**src/rtl/alu_pkg.sv**
```systemverilog
// rtl/alu_pkg.sv - shared opcode enum, flag struct and CLA group size for alu_pipe
// Contents: alu_op_e (3-bit opcodes), flags_t {n, z, v, c}, CLA_GRP.
package alu_pkg;

    localparam int CLA_GRP = 4;

    // Codes 3'b001 and 3'b111 are reserved and yield a zero result.
    typedef enum logic [2:0] {
        PASS = 3'b000,
        ADD  = 3'b010,
        SUB  = 3'b011,
        AND  = 3'b100,
        OR   = 3'b101,
        XOR  = 3'b110
    } alu_op_e;

    typedef struct packed {
        logic n;
        logic z;
        logic v;
        logic c;
    } flags_t;

endpackage

```
**src/rtl/cla_grp4.sv**
```systemverilog
// rtl/cla_grp4.sv - 4-bit carry-lookahead group producing carry-select sums
// Ports: a, bO (4-bit operands in); sum0/sum1 (4-bit sums for group
// carry-in 0/1 out); G, P (group generate/propagate out). Combinational.
module cla_grp4 (
    input  logic [3:0] a,
    input  logic [3:0] bO,
    output logic [3:0] sum0,
    output logic [3:0] sum1,
    output logic       G,
    output logic       P
);

    logic [3:0] w_g;
    logic [3:0] w_p;
    logic [3:0] w_c0;   // carry into each bit with group carry-in 0
    logic [3:0] w_c1;   // carry into each bit with group carry-in 1

    assign w_g = a & bO;
    assign w_p = a ^ bO;

    assign w_c0[0] = 1'b0;
    assign w_c0[1] = w_g[0];
    assign w_c0[2] = w_g[1] | (w_p[1] & w_g[0]);
    assign w_c0[3] = w_g[2] | (w_p[2] & w_g[1]) | (w_p[2] & w_p[1] & w_g[0]);

    assign w_c1[0] = 1'b1;
    assign w_c1[1] = w_g[0] | w_p[0];
    assign w_c1[2] = w_g[1] | (w_p[1] & w_g[0]) | (w_p[1] & w_p[0]);
    assign w_c1[3] = w_g[2] | (w_p[2] & w_g[1]) | (w_p[2] & w_p[1] & w_g[0])
                   | (w_p[2] & w_p[1] & w_p[0]);

    assign sum0 = w_p ^ w_c0;
    assign sum1 = w_p ^ w_c1;

    assign G = w_g[3] | (w_p[3] & w_g[2]) | (w_p[3] & w_p[2] & w_g[1])
             | (w_p[3] & w_p[2] & w_p[1] & w_g[0]);
    assign P = &w_p;

endmodule

```
**src/rtl/alu_pipe.sv**
```systemverilog
// rtl/alu_pipe.sv - two-stage pipelined WIDTH-bit CLA ALU with valid/ready handshake
// Ports: clk, rst_n (async active-low); in_valid/in_ready, a, b, cntrl (input
// bundle); out_valid/out_ready, result, negative, zero, overflow, carry_out
// (output bundle). Macro ALU_FLAGS_EN enables the registered NZVC flags;
// without it the flag ports are tied to 0.
module alu_pipe
    import alu_pkg::*;
#(
    parameter int WIDTH = 64
) (
    input  logic             clk,
    input  logic             rst_n,
    input  logic             in_valid,
    output logic             in_ready,
    input  logic [WIDTH-1:0] a,
    input  logic [WIDTH-1:0] b,
    input  logic [2:0]       cntrl,
    output logic             out_valid,
    input  logic             out_ready,
    output logic [WIDTH-1:0] result,
    output logic             negative,
    output logic             zero,
    output logic             overflow,
    output logic             carry_out
);

    localparam int NGRP = WIDTH / CLA_GRP;

    // ---------------- stage 1 ----------------
    logic [WIDTH-1:0] w_bo;
    logic [WIDTH-1:0] w_sum0;
    logic [WIDTH-1:0] w_sum1;
    logic [NGRP-1:0]  w_g;
    logic [NGRP-1:0]  w_p;
    logic             w_s2_stall;

    logic             r_s1_valid;
    logic [2:0]       r_op;
    logic [WIDTH-1:0] r_a;
    logic [WIDTH-1:0] r_bo;
    logic [WIDTH-1:0] r_sum0;
    logic [WIDTH-1:0] r_sum1;
    logic [NGRP-1:0]  r_g;
    logic [NGRP-1:0]  r_p;

    assign w_bo       = (cntrl == SUB) ? ~b : b;
    assign w_s2_stall = out_valid && !out_ready;
    // Stage 1 may load whenever it is empty or its content moves on to stage 2.
    assign in_ready   = !(r_s1_valid && w_s2_stall);

    for (genvar gi = 0; gi < NGRP; gi++) begin : g_grp
        cla_grp4 u_grp (
            .a    (a[CLA_GRP*gi +: CLA_GRP]),
            .bO   (w_bo[CLA_GRP*gi +: CLA_GRP]),
            .sum0 (w_sum0[CLA_GRP*gi +: CLA_GRP]),
            .sum1 (w_sum1[CLA_GRP*gi +: CLA_GRP]),
            .G    (w_g[gi]),
            .P    (w_p[gi])
        );
    end

    always_ff @(posedge clk or negedge rst_n) begin
        if (!rst_n) begin
            r_s1_valid <= 1'b0;
            r_op       <= 3'b000;
            r_a        <= '0;
            r_bo       <= '0;
            r_sum0     <= '0;
            r_sum1     <= '0;
            r_g        <= '0;
            r_p        <= '0;
        end else if (in_ready) begin
            r_s1_valid <= in_valid;
            if (in_valid) begin
                r_op   <= cntrl;
                r_a    <= a;
                r_bo   <= w_bo;
                r_sum0 <= w_sum0;
                r_sum1 <= w_sum1;
                r_g    <= w_g;
                r_p    <= w_p;
            end
        end
    end

    // ---------------- stage 2 ----------------
    logic [NGRP-1:0]  w_c;      // carry into each group
    logic [WIDTH-1:0] w_sum;
    logic [WIDTH-1:0] w_result;
    logic             r_out_valid;
    logic [WIDTH-1:0] r_result;

    assign w_c[0] = (r_op == SUB);
    for (genvar ci = 0; ci < NGRP - 1; ci++) begin : g_carry
        assign w_c[ci+1] = r_g[ci] | (r_p[ci] & w_c[ci]);
    end

    for (genvar si = 0; si < NGRP; si++) begin : g_sel
        assign w_sum[CLA_GRP*si +: CLA_GRP] = w_c[si] ? r_sum1[CLA_GRP*si +: CLA_GRP]
                                                      : r_sum0[CLA_GRP*si +: CLA_GRP];
    end

    always_comb begin
        w_result = '0;
        case (r_op)
            PASS:    w_result = r_bo;
            ADD,
            SUB:     w_result = w_sum;
            AND:     w_result = r_a & r_bo;
            OR:      w_result = r_a | r_bo;
            XOR:     w_result = r_a ^ r_bo;
            default: w_result = '0;
        endcase
    end

    always_ff @(posedge clk or negedge rst_n) begin
        if (!rst_n) begin
            r_out_valid <= 1'b0;
            r_result    <= '0;
        end else if (!w_s2_stall) begin
            r_out_valid <= r_s1_valid;
            if (r_s1_valid) begin
                r_result <= w_result;
            end
        end
    end

    assign out_valid = r_out_valid;
    assign result    = r_result;

`ifdef ALU_FLAGS_EN
    logic   w_cout;
    logic   w_cmsb;     // carry into bit WIDTH-1, recovered from a ^ bO ^ sum
    logic   w_arith;
    flags_t w_flags;
    flags_t r_flags;

    assign w_cout  = r_g[NGRP-1] | (r_p[NGRP-1] & w_c[NGRP-1]);
    assign w_cmsb  = r_a[WIDTH-1] ^ r_bo[WIDTH-1] ^ w_sum[WIDTH-1];
    assign w_arith = (r_op == ADD) || (r_op == SUB);

    always_comb begin
        w_flags   = '0;
        w_flags.n = w_result[WIDTH-1];
        w_flags.z = (w_result == '0);
        w_flags.v = w_arith & (w_cout ^ w_cmsb);
        w_flags.c = w_arith & w_cout;
    end

    always_ff @(posedge clk or negedge rst_n) begin
        if (!rst_n) begin
            r_flags <= '0;
        end else if (!w_s2_stall && r_s1_valid) begin
            r_flags <= w_flags;
        end
    end

    assign negative  = r_flags.n;
    assign zero      = r_flags.z;
    assign overflow  = r_flags.v;
    assign carry_out = r_flags.c;
`else
    // The top group's G/P only feed the carry-out, which has no consumer here.
    logic w_unused_gp;
    assign w_unused_gp = ^{r_g[NGRP-1], r_p[NGRP-1]};

    assign negative  = 1'b0;
    assign zero      = 1'b0;
    assign overflow  = 1'b0;
    assign carry_out = 1'b0;
`endif

endmodule

```
**config.mk**
```make
export PLATFORM = sky130hd
export DESIGN_NAME = alu_pipe
export DESIGN_NICKNAME = d
export VERILOG_FILES = /design/src/rtl/alu_pkg.sv /design/src/rtl/cla_grp4.sv /design/src/rtl/alu_pipe.sv
export SDC_FILE = /design/constraint.sdc
export NUM_CORES = 1
export LEC_CHECK = 0
export ABC_AREA = 1
export BUFFER_PORTS_ARGS = -buffer_cell sky130_fd_sc_hd__buf_2
export CAP_MARGIN = 15
export CORE_MARGIN = 10
export CORE_UTILIZATION = 50
export CTS_CLUSTER_SIZE = 30
export DETAILED_ROUTE_END_ITERATION = 7
export PLACE_DENSITY = 0.76
export SLEW_MARGIN = 20
export SYNTH_ARGS = -nofsm -noshare
export SYNTH_HDL_FRONTEND = slang
export SYNTH_HIERARCHICAL = 1
export SYNTH_SLANG_ARGS = --single-unit
```
**constraint.sdc**
```tcl
create_clock -name clk -period 3.4 [get_ports clk]
set_input_delay 0.34 -clock clk [delete_from_list [all_inputs] [get_ports clk]]
set_output_delay 0.34 -clock clk [all_outputs]
set_load 0.03 [all_outputs]
```
==> results.py <==
metrics = {
    "setup_path": {
        "cp-end-kind": "flop",
        "reg2reg_slack_ns": 0.23,
        "timing.critical_path.mode_cell": "nand2_4",
        "critPathRequiredTime_ns": 3.86,
        "ff2ff_path_depth": 36,
        "cp_max_fo": 9,
        "crit_buf_inv": 1,
        "cpPeakStageDelay_ns": 0.38,
        "cp_slowest_cell": "dfrtp_1",
        "critical_path_class": "flop to flop",
        "path_delay_family": "simple AND/OR/NAND/NOR gates",
        "r2r-start": "r_op[2]",
        "cp_data_arrival_time_ns": 3.62,
        "r2r-end": "result[62]",
        "cp.depth": 36,
        "startpoint_type": "flop",
    },
    "timing": {
        "relSlewSlack_pct": 29.53,
        "tns_ns": 0,
        "rsz0062_at_grt": "no",
        "drv_slew": 0,
        "setup_viol": 0,
        "worst_slack_ns": 0.2317,
        "final_hold_viol_count": 0,
        "finClkSkew_ns": 0.01349,
        "fin_hold_ws_ns": 0.02466,
        "tightest_slew_ns": 1.056,
        "min_period_ns": 3.168,
        "fin_crit_sh_pct": 93.19,
        "fmax_mhz": 315.6,
    },
    "job": {
        "max_cap_violations": 0,
    },
    "die": {
        "die_y_um": 229.1,
        "io_pins": 205,
        "num_rows": 76,
        "start_util_pct": 50.65,
        "die_w_um": 229.1,
        "coreArea_um2": 43170,
        "die_area_um2": 52500,
    },
    "final_layout": {
        "final_common_cell": "nand2_1",
        "area_growth_pct": 16.54,
        "final_cell_mix": "nand2_1, dfrtp_1, inv_1, o21ai_0, ha_1",
        "nNetsFinal": 3285,
        "stdcell_count": 3544,
        "layout-drive-gt1-share_pct": 13.79,
    },
    "placed_design": {
        "gp_congestion": 0.8673,
        "portBuffers": 200,
        "preCtsSetupSlack_ns": 0.05294,
        "dp_hpwl_um": 40540,
        "place_inst": 3429,
    },
    "clock_tree": {
        "cts_tree": "done",
        "cts-root-buf": "clkbuf_16",
        "numClockSinks": 355,
        "numCtsBuffers": 42,
        "htree_levels": 2,
        "clkTransAtPathRegs_ns": 0.06,
        "clock_path_buffers": 3,
        "worstSkewPairLatency_ns": 0.56,
    },
    "power": {
        "p_int_w": 0.009792,
        "p_total_w": 0.01553,
        "power_switching_w": 0.005742,
        "p_seq_share_pct": 37.0,
        "switching_share_pct": 36.97,
        "p_comb_share_pct": 32.5,
        "p_clk_share_pct": 30.5,
        "powerDensity_nw_per_um2": 609.6,
        "p_leak_nw": 13.48,
        "irDropWorstVdd_mv": 0.4264,
    },
    "worst_hold_path": {
        "holdPathStages": 3,
        "hp-start": "a[46]",
        "min_to": "r_a[46]",
        "hp-class": "input port to flop",
    },
    "synthesis": {
        "netlist_area_um2": 21870,
        "avgSynthCellArea_um2": 8.048,
        "ys_warn_count": 6,
        "synthCells": 2717,
    },
    "routing": {
        "vias": 18739,
        "drt-initial-drc-count": 1244,
        "wl_um": 59250,
        "drc": 0,
        "routedWlPerCell_um": 16.72,
        "dr.pass1.iters": 7,
        "ant_nets": 0,
        "viasPerCell": 5.288,
    },
    "status": {
        "status": "finished, final reports clean",
    },
    "grt": {
        "grt_pass1_vias": 19036,
        "grt_pass1_wl_um": 96020,
        "antenna_found_initial": 1,
        "grt.total_usage_pct": 22.12,
        "overflow": 0,
        "grt_max_degree": 132,
    },
}
==> worst max-delay path by stage <==
stage	from	end	slack, ns
after floorplan	r_op[2]	result[60]	0.31
after global placement	r_op[2]	result[60]	0.15
after detailed placement	r_op[2]	result[62]	0.05
after CTS	r_op[2]	result[62]	0.02
after global routing	r_op[2]	result[62]	0.01
final	r_op[2]	result[62]	0.23
==> metal layers <==
| layer | global-route usage, % | wire length (µm) |
|---|---|---|
| met2 | 38.25 | 29130 |
| met3 | 4.042 | 3714 |
| met1 | 27.30 | 24940 |
| met5 | 0 | 0 |
| met4 | 7.469 | 1477 |
==> power groups by stage <==
stage          clock [W]  combinational (W)  sequential [W]
5_1_grt          0.00500            0.00567         0.00585
3_5_place_dp           0            0.00490         0.00580
3_3_place_gp           0            0.00472         0.00575
6_report         0.00474            0.00505         0.00575
4_1_cts          0.00483            0.00496         0.00574
2_1_floorplan          0            0.00277         0.00628
==> area by class of cell <==
cell class	instances	area, µm²
Fill cell	3779	17690
Multi-Input combinational cell	1898	11290
Sequential cell	355	8886
Timing Repair Buffer	278	1787
Inverter	351	1325
Clock buffer	59	1259
Tap cell	585	732.0
Clock inverter	17	200.2
Antenna cell	1	2.502
==> timing repair <==
item,4_1_cts,5_1_grt
endpoints found under the setup margin,0,13
buffers inserted,0,22
gates resized for setup,0,11
hold buffers,16,0
hold endpoints to repair,116,0
==> state kept, by name, summed over array words and instances, names as in the netlist <==
name / flops
r_op: 3
r_g: 15
r_a: 64
r_bo: 64
result: 64
out_valid: 1
r_s1_valid: 1
r_sum0: 64
r_p: 15
r_sum1: 64
==> worst register-to-register path: cells and delay by family (launching register included) <==
kind	cells	cell delay [ns]
AND/OR/NAND/NOR	35	2.55
flip-flops	1	0.38
buffers and inverters	1	0.12
==> per-stage QoR <==
stage | util [%] | instance area, µm²
after global routing | 59.02 | 25480
after CTS | 58.45 | 25230
after detailed placement | 54.70 | 23610
after global placement | 54.70 | 23610
final | 59.03 | 25480
after floorplan | - | 21880
Note: power is estimated with default switching activity, not from simulation.
